`config.mk`:
```
export PLATFORM = sky130hd
export DESIGN_NAME = lru_replacement_ctrl
export DESIGN_NICKNAME = d
export VERILOG_FILES = /design/src/rtl/lru_pkg.sv /design/src/rtl/lru_age_update.sv /design/src/rtl/lru_replacement_ctrl.sv
export SDC_FILE = /design/constraint.sdc
export NUM_CORES = 1
export LEC_CHECK = 0
export CORE_AREA = 5 5 161 163
export DETAILED_ROUTE_END_ITERATION = 8
export DIE_AREA = 0 0 166 168
export DONT_BUFFER_PORTS = 1
export PLACE_DENSITY_LB_ADDON = 0.15
export SLEW_MARGIN = 20
export SYNTH_ARGS = -nofsm -noshare
export SYNTH_HDL_FRONTEND = slang
export SYNTH_SLANG_ARGS = --single-unit
```
`constraint.sdc`:
```
create_clock -name clk -period 5 [get_ports clk]
set_clock_uncertainty 0.1 [all_clocks]
set_input_delay 0.25 -clock clk [delete_from_list [all_inputs] [get_ports clk]]
set_output_delay 0.25 -clock clk [all_outputs]
set_load 0.01 [all_outputs]
```
`src/rtl/lru_pkg.sv`:
```
// Shared types and helpers for the counter-based LRU replacement controller.
package lru_pkg;

    typedef enum logic [1:0] {
        OP_HIT   = 2'b00,
        OP_MISS  = 2'b01,
        OP_INVAL = 2'b10,
        OP_RSVD  = 2'b11
    } op_e;

    // Promote moves the target to most-recent, demote moves it to least-recent.
    typedef enum logic {
        AGE_PROMOTE = 1'b0,
        AGE_DEMOTE  = 1'b1
    } age_mode_e;

    localparam logic [1:0] ST_IDLE   = 2'd0;
    localparam logic [1:0] ST_LOOKUP = 2'd1;
    localparam logic [1:0] ST_UPDATE = 2'd2;
    localparam logic [1:0] ST_RESP   = 2'd3;

    function automatic int age_w(input int ways);
        return $clog2(ways);
    endfunction

endpackage

```
`src/rtl/lru_age_update.sv`:
```
// Recomputes one row of age counters so the target way becomes most or least
// recent while the row stays a permutation of 0..WAYS-1.
module lru_age_update
    import lru_pkg::*;
#(
    parameter int WAYS  = 4,
    parameter int AGE_W = age_w(WAYS)
) (
    input  logic [WAYS-1:0][AGE_W-1:0] ages,
    input  logic [AGE_W-1:0]           target,
    input  age_mode_e                  mode,
    output logic [WAYS-1:0][AGE_W-1:0] new_ages
);

    logic [AGE_W-1:0] target_age;

    // NOTE: every output of a combinational block gets a default on entry so
    // no path leaves it unassigned and a latch is never inferred.
    always_comb begin
        target_age = ages[target];
        for (int w = 0; w < WAYS; w++) begin
            new_ages[w] = ages[w];
            if (w == int'(target)) begin
                new_ages[w] = (mode == AGE_PROMOTE) ? AGE_W'(WAYS - 1) : '0;
            end else if (mode == AGE_PROMOTE && ages[w] > target_age) begin
                new_ages[w] = ages[w] - AGE_W'(1);
            end else if (mode == AGE_DEMOTE && ages[w] < target_age) begin
                new_ages[w] = ages[w] + AGE_W'(1);
            end
        end
    end

endmodule

```
`src/rtl/lru_replacement_ctrl.sv`:
```
// Per-set LRU age and valid storage with a four-state request sequencer that
// returns the way to touch, fill or evict for each tag-compare result.
module lru_replacement_ctrl
    import lru_pkg::*;
#(
    parameter int WAYS  = 4,
    parameter int SETS  = 16,
    parameter int AGE_W = $clog2(WAYS),
    parameter int IDX_W = $clog2(SETS)
) (
    input  logic             clk,
    input  logic             rst_n,
    input  logic             req_valid,
    output logic             req_ready,
    input  logic [1:0]       req_op,
    input  logic [IDX_W-1:0] req_set,
    input  logic [AGE_W-1:0] req_way,
    output logic             resp_valid,
    input  logic             resp_ready,
    output logic [AGE_W-1:0] resp_way,
    output logic             resp_evict,
    output logic             resp_err
);

    typedef logic [WAYS-1:0][AGE_W-1:0] row_t;

    row_t             age_q   [SETS];
    logic [WAYS-1:0]  valid_q [SETS];

    logic [1:0]       state_q;
    op_e              op_q;
    logic [IDX_W-1:0] set_q;
    logic [AGE_W-1:0] way_q;
    logic [AGE_W-1:0] target_q;
    logic             err_q;
    logic             evict_q;

    row_t             row_ages;
    row_t             new_ages;
    logic [WAYS-1:0]  row_valid;
    logic [AGE_W-1:0] victim;
    logic             found_invalid;
    logic             lookup_err;
    age_mode_e        mode;

    assign row_ages   = age_q[set_q];
    assign row_valid  = valid_q[set_q];
    assign req_ready  = (state_q == ST_IDLE);
    assign resp_valid = (state_q == ST_RESP);
    assign mode       = (op_q == OP_INVAL) ? AGE_DEMOTE : AGE_PROMOTE;

    // Fill an empty way first; only when the set is full evict the oldest line.
    always_comb begin
        victim        = '0;
        found_invalid = 1'b0;
        for (int w = 0; w < WAYS; w++) begin
            if (!found_invalid && !row_valid[w]) begin
                victim        = AGE_W'(w);
                found_invalid = 1'b1;
            end
        end
        if (!found_invalid) begin
            for (int w = 0; w < WAYS; w++) begin
                if (row_ages[w] == '0) victim = AGE_W'(w);
            end
        end
    end

    always_comb begin
        lookup_err = 1'b0;
        case (op_q)
            OP_HIT:   lookup_err = (int'(way_q) >= WAYS) || !row_valid[way_q];
            OP_INVAL: lookup_err = (int'(way_q) >= WAYS);
            OP_RSVD:  lookup_err = 1'b1;
            default:  lookup_err = 1'b0;
        endcase
    end

    lru_age_update #(
        .WAYS  (WAYS),
        .AGE_W (AGE_W)
    ) u_age_update (
        .ages     (row_ages),
        .target   (target_q),
        .mode     (mode),
        .new_ages (new_ages)
    );

    // NOTE: registered state uses non-blocking assignments so every flop
    // samples the pre-edge values regardless of statement order.
    always_ff @(posedge clk or negedge rst_n) begin
        if (!rst_n) begin
            state_q    <= ST_IDLE;
            op_q       <= OP_HIT;
            set_q      <= '0;
            way_q      <= '0;
            target_q   <= '0;
            err_q      <= 1'b0;
            evict_q    <= 1'b0;
            resp_way   <= '0;
            resp_evict <= 1'b0;
            resp_err   <= 1'b0;
        end else begin
            case (state_q)
                ST_IDLE: begin
                    if (req_valid) begin
                        op_q    <= op_e'(req_op);
                        set_q   <= req_set;
                        way_q   <= req_way;
                        state_q <= ST_LOOKUP;
                    end
                end
                ST_LOOKUP: begin
                    target_q <= (op_q == OP_MISS) ? victim : way_q;
                    err_q    <= lookup_err;
                    evict_q  <= (op_q == OP_MISS) && row_valid[victim];
                    state_q  <= ST_UPDATE;
                end
                ST_UPDATE: begin
                    resp_way   <= target_q;
                    resp_evict <= evict_q && !err_q;
                    resp_err   <= err_q;
                    state_q    <= ST_RESP;
                end
                default: begin
                    if (resp_ready) state_q <= ST_IDLE;
                end
            endcase
        end
    end

    // NOTE: the age/valid storage is plain flops, so it is reset explicitly;
    // the age invariant must hold from the first access after reset.
    always_ff @(posedge clk or negedge rst_n) begin
        if (!rst_n) begin
            for (int s = 0; s < SETS; s++) begin
                for (int w = 0; w < WAYS; w++) begin
                    age_q[s][w] <= AGE_W'(w);
                end
                valid_q[s] <= '0;
            end
        end else if (state_q == ST_UPDATE && !err_q) begin
            age_q[set_q] <= new_ages;
            if (op_q == OP_MISS) begin
                valid_q[set_q][target_q] <= 1'b1;
            end else if (op_q == OP_INVAL) begin
                valid_q[set_q][target_q] <= 1'b0;
            end
        end
    end

endmodule
```
After elaboration in Yosys (flattened, before gate mapping)
Cells that the tools add are included.

storage, ports and cells
  register bits after elaboration = 210
  bits of input ports = 12
  output and inout port bits = 6
  logic and storage cells = 214

cells by class
  $add $sub $neg = 8
  $lt $le $gt $ge = 14
  equality and inequality tests = 10
  muxes and demuxes = 52
  bitwise operators = 5
  reductions and logical operators = 35

operators with widths
  cell                 number
  $bwmux 128           1
  $mux 64              2
  $and 64x64->64       1
  $not 64->64          1
  $or 64x64->64        1
  $mux 2               24
  $bmux 8 s4           1
  $demux 8 s4          1
  $mux 8               3
  $bmux 4 s4           1
  $demux 4 s4          1
  $logic_and 1x1->1    16
  $logic_not 2->1      7
  $mux 4               3
  $lt 2x3->1 const B   3
  $mux 1               9
  $add 2x1->2 const B  4
  $eq 2x2->1 const B   4
  $gt 2x2->1           4
  $lt 2x2->1           4
  $sub 2x1->2 const B  4
  $logic_not 1->1      7
  $pmux 2 s3           1
  $reduce_and 2->1     3
  other kinds (15)     18

Logic depth before layout (Yosys ltp)
Gate-level depths: netlist of run 1.

  word-level depth = 21
  mapped depth = 18
  depth with buffers taken out = 13

By module
From an unflattened synthesis of run 1, not the netlist that was laid out.

second synthesis, totals
  cells, all modules = 821
  area, all modules = 10933.0 um^2

by module, submodules not included
  module                instances  cells an instance  area each (um^2)
  lru_replacement_ctrl  1          720                10192.3
  lru_age_update        1          101                740.7

Worst setup path before layout of run 1
Ideal clock, no wire load.

  kind = reg2reg
  start point = register set_q[0]
  end point = register age_q[103] in the netlist's numbering
  library setup time = 0.090 ns
  arrival = 3.762 ns
  setup slack = 1.048 ns
  cell stages (with the launch flop) = 18
  buffers on the path = 5
  period minus slack after synthesis = 3.952 ns
  path through = dfrtp_1 buf_6 buf_12 buf_12 buf_12 mux4_1 o22ai_1 or2_2 mux2i_1 a222oi_1 ha_1 nor2b_1 o21a_1 o32ai_1 o22ai_1 nand2_1 clkbuf_1 o21ai_0

between the ends
  word-level cells in the longest chain between the ends = 12

ends and longest elaborated chain
  item                                        RTL line                                                 text
  start, declared                             lru_replacement_ctrl.sv:32                               logic [IDX_W-1:0] set_q;
  start signal, assigned                      lru_replacement_ctrl.sv:108                              set_q <= req_set;
  $not 4->5 (not written as such) *           lru_replacement_ctrl.sv:46, lru_replacement_ctrl.sv:143
  $bmux 8 s4                                  lru_replacement_ctrl.sv:46                               assign row_ages = age_q[set_q];
  $mux 8 (not written as such) (2 in series)  lru_replacement_ctrl.sv:46
  $bmux 2 s2                                  lru_age_update.sv:20                                     target_age = ages[target];
  $mux 2 (not written as such)                lru_age_update.sv:20
  $lt 2x2->1                                  lru_age_update.sv:27                                     end else if (mode == AGE_DEMOTE && ages[w] < target_age) begin
  $logic_and 1x1->1                           lru_age_update.sv:27
  $mux 2                                      lru_age_update.sv:27
  $mux 2                                      lru_age_update.sv:25                                     end else if (mode == AGE_PROMOTE && ages[w] > target_age) begin
  $mux 2                                      lru_age_update.sv:23                                     if (w == int'(target)) begin
  $bwmux 128 *                                lru_replacement_ctrl.sv:143                              age_q[set_q] <= new_ages;
  end signal, assigned by index               lru_replacement_ctrl.sv:138                              age_q[s][w] <= AGE_W'(w);
  end signal, assigned by index               lru_replacement_ctrl.sv:143
  end, declared                               lru_replacement_ctrl.sv:27                               row_t age_q [SETS];

Mark *: on every way between the ends. The rest lies on a longest branch, timed or not. The select of a mux whose other input is x is not followed.
A chain may end at the register's enable or synchronous reset.

Worst setup path in the final report of run 1
  start point = register set_q[1]
  end point = register age_q[15] in the netlist's numbering

Same word-level chain as after synthesis.

==> metrics, run 1 <==
status finished, violations left; failing checks hold timing; Slew @ Worst Pin 940 ps; placed inst area roughly 11000 sq um; final period utilization 0.868; root buffer cell clkbuf_16; post-route ant nets 0; I/O pin count 18; die area around 28000 sq um; worst path required time 5300 ps; layout cell share with drive strength beyond 1 0.176; CP arrival 4640 ps; R2R depth 14; most used cell along the critical path mux2i_1; CTS buffer count 24; initial antenna violation count 0; routing usage on met2 0.284; Final Wtd Congestion 0.788; Antenna Cells 0; CP Class flop to flop; DRC viols 0; syn avg cell area 10.9 sq um; H-Tree Level Count 1; Setup-failing EPs final 0; Via Count 7464; Clk Latency, worst-skew pair around 520 ps; P&R area growth vs syn 11.0%; start point of the critical path set_q[1]; Most Used Layer, Global Route met1; met1 Usage GRT 0.285; post-cts resize count 0; post-cts hold buffer count 11; Max Transition Viols Final 0; Reg clk slew, reported paths 60 ps; chip width 166 microns; Unique masters post-synth 58; Initial Util 0.444; height of the die 168 microns; WL per Instance around 20 microns; Global Route met3 Usage 0.0314; Final Hold Viols 210; worst min path class primary input to async pin; Final min period 4340 ps; largest net degree at the start of global routing about 210; Min Hold Slack -671 ps; crit-path max FO 45; drt pass-1 iters 4; Critical Path Sink age_q[15]; Synth Cell Area 10700 sq um; sequential area share after synthesis 0.497; postcts setup bufs 0; Worst R2R End age_q[15]; port buffer count 0; R2R Path Start set_q[1]; Synth Register Bits 210; vias in the first global route between 7000 and 8000; clock sinks 210; CP endpoint kind flop; Max Cap Viol 0; final net count 999; CP cell instances mux2i_1 > a22oi_1 > a21oi_1 > or2_2 > mux2i_1 > a222oi_1 > buf_4 > ha_1 > nor2b_1 > o21a_1 > o32ai_1 > o22ai_1 > nand2_1 > o21ai_0; cells after synthesis slightly below 1000; via/cell ratio 5.70; Tot GR Track Use 0.188; initial DRC count 595; RSZ-0062 raised after global routing no; CP startpoint kind flop; top_reg_cell synth dfrtp_1; CTS tree done; gr ovfl total 0; final cell utilization of the core 0.493; worst rel slew slack 0.371; FFs w/ async S/R, synth 1.00; Core ar. 24200 sq um; r2r setup slk 660 ps; # rows 57; Finished Cell Area approximately 12000 sq um; Routed WL 26500 microns; setup TNS 0 ps; Critical Path Max Stage Delay 910 ps; Slowest cell on crit path dfrtp_4; Synth Warn # 0; DP HPWL about 16000 microns; first-pass GRT wire length about 43000 microns; Max Freq around 230 MHz; Post-synth EDFFs 0; Synthesized Nets 1016; CTS max path bufs 3
per-layer routing:
metal  up-vias  share of wire  wire length (microns)
met5         -              0                      0
met4         0          0.021                    552
met3        34          0.045                   1190
met2       144           0.44                  11600
met1      3677           0.50                  13100
li1       3609              -                      -
Yosys cell counts, drive strengths merged (2+ instances only):
master   instances  share of area
nor3b            2         0.0014
or2              3         0.0017
a221o            2         0.0019
mux2i           34          0.032
nand4           10         0.0058
xnor2            2         0.0016
or4              2         0.0014
ha              20          0.023
inv             18         0.0063
nor2b           15         0.0087
o22ai            4         0.0023
nand3b           2         0.0014
o21a             3         0.0021
mux4            39          0.094
nand3           26          0.012
nor3             2        0.00093
dfrtp          146           0.34
o31ai           66          0.046
a211oi           3         0.0021
nor2            20         0.0070
nand2b           6         0.0035
and2             6         0.0035
a2111oi          2         0.0016
a22oi           10         0.0070
o21ai          185          0.087
o32ai            3         0.0024
a211o            2         0.0016
a32oi            2         0.0016
mux2            32          0.034
o311ai           4         0.0040
a21oi           15         0.0073
o2bb2ai          2         0.0016
buf             21          0.017
dfstp           64           0.16
nand2          146          0.051
clkbuf          54          0.019
worst max-delay path: cells and delay by family (launching register included):
kind	cells	cell delay [ps]
flip-flops	1	910
adder cells (fa/ha/maj)	1	230
buffers and inverters	1	200
AND/OR/NAND/NOR	3	750
AO/OA/AOI/OAI	7	1690
multiplexers	2	340
layout make-up:
class,instances,area [sq um]
clock buffer,38,768
sequential,210,5340
clock inverter,6,80.1
tap,324,405
multi-input combinational,681,4960
timing repair buffer,32,293
inverter,18,67.6
fill,2160,12300
worst min path at each step:
stage               start        end  slack (ps)  depth (start not counted)
floorplan           rst_n  async pin        -150                          0
global placement    rst_n  async pin        -140                          0
detailed placement  rst_n  async pin        -140                          0
CTS                 rst_n  async pin        -680                          0
global route        rst_n  async pin        -700                          0
finish              rst_n  async pin        -670                          0
kinds of logic (layout without fill, tap and decap cells):
logic type                 count (synthesis)  in the layout  synth area share
xor gates and xnor gates                   3              3           0.00245
buffers and inverters                     93             94            0.0425
muxes                                    105            105             0.159
AOI/OAI and AO/OA                        311            311             0.176
adders and majority gates                 20             20            0.0233
DFF                                      210            210             0.497
and+or+nand+nor                          242            242            0.0998
per-stage QoR:
| step | setup slack, ps | cells | hold slack, ps |
|---|---|---|---|
| 5_1_grt | 250 | 1309 | -695 |
| 2_1_floorplan | 1050 | 984 | -146 |
| 4_1_cts | 718 | 1309 | -685 |
| 3_3_place_gp | 782 | 1254 | -141 |
| 3_5_place_dp | 740 | 1254 | -140 |
| 6_report | 659 | 1309 | -671 |
cell usage in the layout, fill, tap and decap left out, types with 23 or more instances in the layout:
master | synthesis | layout
dfrtp_1 | 146 | 144
clkbuf_16 | 0 | 28
nand3_1 | 26 | 23
mux2_2 | 32 | 32
o21ai_0 | 183 | 183
nand2_1 | 146 | 146
mux4_1 | 34 | 34
dfstp_2 | 64 | 64
o31ai_1 | 66 | 66
mux2i_1 | 34 | 34
Power of run 1 is left out: the tool's default activity adds up to more than one toggle a clock period on the data nets, which glitch-free logic cannot reach.
==> run 2, diff against run 1 <==
Settings changed: ABC_AREA set to 1, CORE_AREA 5 5 161 163 to 5 5 160 162, DIE_AREA 0 0 166 168 to 0 0 165 167.
==> run 2 against run 1 <==
Net effect: the run still ends with hold timing left; fmax is 1.9% lower; synthesized cell count is 26% higher; count of clock-buffer cells in the layout is 1 lower; flip-flop and latch count stayed put; setup slack worse by 85 ps; via count is 15% higher; worst hold slack better by 13 ps; area after synthesis is 0.97% lower; die area is 1.2% lower; register-to-register slack worse by 90 ps; routed wire length is 6.9% higher; utilization is 0.23 points lower; largest cell class unchanged; highest routed layer unchanged.
==> metrics, run 2 <==
status finished, violations left; failing checks hold timing; Antenna Cells 0; dpl cells ~1500; drt pass-1 iters 5; layout cell share with drive strength beyond 1 0.153; Synthesized Nets 1276; CTS max path bufs 3; r2r setup slk 570 ps; Final Hold Viols between 200 and 250; Reg clk slew, reported paths 60 ps; # rows 57; Synth top area share 0.344; Critical Path Max Stage Delay about 660 ps; first-pass GRT wire length 46100 microns; CP cell instances inv_2 > nand2_4 > inv_2 > a22oi_1 > nand2_1 > nand2_1 > nand3_2 > a21oi_4 > o22ai_1 > a221oi_1 > ha_1 > a21oi_1 > inv_1 > nand3_1 > inv_1 > nor2_1 > nand3_1 > nand3_1 > a21oi_2 > a31oi_4 > buf_4 > o21ai_0; CP endpoint kind flop; Critical Path Sink age_q[13]; P&R area growth vs syn 10.5%; Setup-failing EPs final 0; Max Transition Viols Final 0; vias in the first global route 8320; Synth Register Bits 210; most common cell in the netlist nand2_1; Via Count 8579; clock sinks 210; CP Class flop to flop; Synth Cell Area between 10000 and 15000 sq um; R2R depth 22; root buffer cell clkbuf_16; Final min period approximately 4400 ps; Cell Int Power roughly 0.0049 W; via/cell ratio 5.41; post-cts hold buffer count 10; Max rail drop VDD approximately 0.52 mV; commonest cells after routing, fill and taps aside nand2_1 (343), dfrtp_1 (146), inv_1 (120); Cell Pwr Density 793 nW/um^2; largest net degree at the start of global routing about 210; fill cell count 2380; Initial Util 0.444; CTS buffer count 24; final period utilization 0.885; port buffer count 0; Yosys top cell by area dfrtp_1; worst path required time around 5300 ps; clock network power share 0.187; post-route ant nets 0; RSZ-0062 raised after global routing no; Min Hold Slack -658 ps; gr ovfl total 0; crit-path max FO 21; start point of the critical path set_q[1]; top_reg_cell synth dfrtp_1; commonest non-fill, non-tap cell in the layout nand2_1; worst min path class primary input to async pin; placed inst area 10800 sq um; Slew @ Worst Pin ~960 ps; cells after synthesis 1244; FFs w/ async S/R, synth 1.00; Clk Latency, worst-skew pair approximately 520 ps; sequential power share 0.301; Max Freq 226 MHz; Switching Share 0.473; final net count 1275; height of the die 167 microns; Finished Cell Area 11800 sq um; most used cell along the critical path nand3_1; R2R Path Start set_q[1]; I/O pin count 18; Final Wtd Congestion 0.860; WL per Instance between 15 and 20 microns; sequential area share after synthesis 0.502; postcts setup bufs 0; synth top area cells dfrtp_1 (34%), dfstp_2 (16%), nand2_1 (12%); initial DRC count 764; Comb pwr share 0.513; Max Cap Viol 0; syn avg cell area roughly 8.5 sq um; Core ar. around 24000 sq um; CTS tree done; Slowest cell on crit path dfrtp_1; Leakage 5.36 nW; Worst R2R End age_q[13]; Tot GR Track Use 0.208; Routed WL 28300 microns; CP startpoint kind flop; H-Tree Level Count 1; Post-synth EDFFs 0; setup TNS 0 ps; Synth Warn # 0; DP HPWL about 18000 microns; initial antenna violation count 0; DRC viols 0; Unique masters post-synth 44; CP arrival ~4800 ps; power consumption 0.00931 W; synth cell count leaders nand2_1 (343), dfrtp_1 (146), inv_1 (121); chip width around 170 microns; die area 27600 sq um; Switch Pwr 0.00441 W; worst rel slew slack 0.362; fin cells 1585
==> run 2: cell types whose count changed in the layout (fill, tap and decap cells not counted), moves of 26 or more <==
| cell | before | now |
|---|---|---|
| nand2_1 | 146 | 343 |
| inv_1 | 17 | 120 |
| o21ai_0 | 183 | 88 |
| a21oi_1 | 14 | 80 |
| o31ai_1 | 66 | 0 |
| a31oi_1 | 1 | 64 |
| o21ai_1 | 0 | 41 |
| nor2_1 | 20 | 59 |
| mux2i_1 | 34 | 0 |
| mux4_1 | 34 | 0 |
| mux2_2 | 32 | 1 |
| o22ai_1 | 4 | 30 |
==> run 2: logic make-up (layout without fill, tap and decap cells) <==
logic type	count (synthesis)	count (layout)	share of synthesized area
AND/OR/NAND/NOR	446	446	0.168
flip-flops	210	210	0.502
AO/OA/AOI/OAI	380	380	0.223
buffers and inverters	184	201	0.0789
adder cells (fa/ha/maj)	20	20	0.0235
multiplexers	1	1	0.00106
XOR/XNOR	3	3	0.00388
==> run 2: metal layers <==
layer  routed length, microns  GRT usage  up-vias
met2                    13300      0.328      225
met5                        0          0        -
li1                         -          -     4182
met1                    13200      0.302     4123
met4                      608     0.0550        0
met3                     1210     0.0260       49
==> run 2: how the worst min path moves through the flow <==
stage / start / end / slack [ps] / depth (start not counted)
after floorplan: rst_n / async pin / -150 / 0
after global placement: rst_n / age_q[16] / -130 / 0
after detailed placement: rst_n / age_q[1] / -130 / 0
after CTS: rst_n / async pin / -680 / 0
after global routing: rst_n / age_q[16] / -690 / 0
final: rst_n / age_q[16] / -660 / 0
==> run 2: stage by stage <==
| stage | util | setup slack (ps) | hold WS (ps) |
|---|---|---|---|
| floorplan | - | 1640 | -146 |
| global placement | 0.452 | 576 | -131 |
| CTS | 0.489 | 484 | -679 |
| global route | 0.490 | 55.2 | -686 |
| detailed placement | 0.452 | 484 | -134 |
| finish | 0.490 | 574 | -658 |
==> run 2: worst max-delay path, delay by kind of cell, from the launching register on <==
kind | cells | cell delay, ps
fa+ha+maj | 1 | 360
compound gates | 8 | 1550
flops | 1 | 660
buf+inv | 5 | 870
simple gates | 8 | 750
==> run 2: cell type report <==
type,instances,area (sq um),area share
clock inverter,7,66.3,0.00564
inverter,128,482,0.0410
multi-input combinational,850,4500,0.383
timing repair buffer,29,243,0.0207
tap,324,405,0.0345
sequential,210,5340,0.454
clock buffer,37,721,0.0613
==> run 2: what timing repair did <==
action / CTS / global route
endpoints found under the setup margin: 0 / 1
gates resized for setup: 0 / 1
endpoints found under the hold margin: 220 / 210
==> run 2: power by group through the flow <==
stage          Combinational [W]  Clock (W)  Sequential [W]
2_1_floorplan            0.00379          0         0.00270
3_3_place_gp             0.00468          0         0.00281
3_5_place_dp             0.00470          0         0.00282
4_1_cts                  0.00475    0.00178         0.00280
5_1_grt                  0.00532    0.00185         0.00288
6_report                 0.00477    0.00174         0.00280
Power figures use the tool's default switching activity.
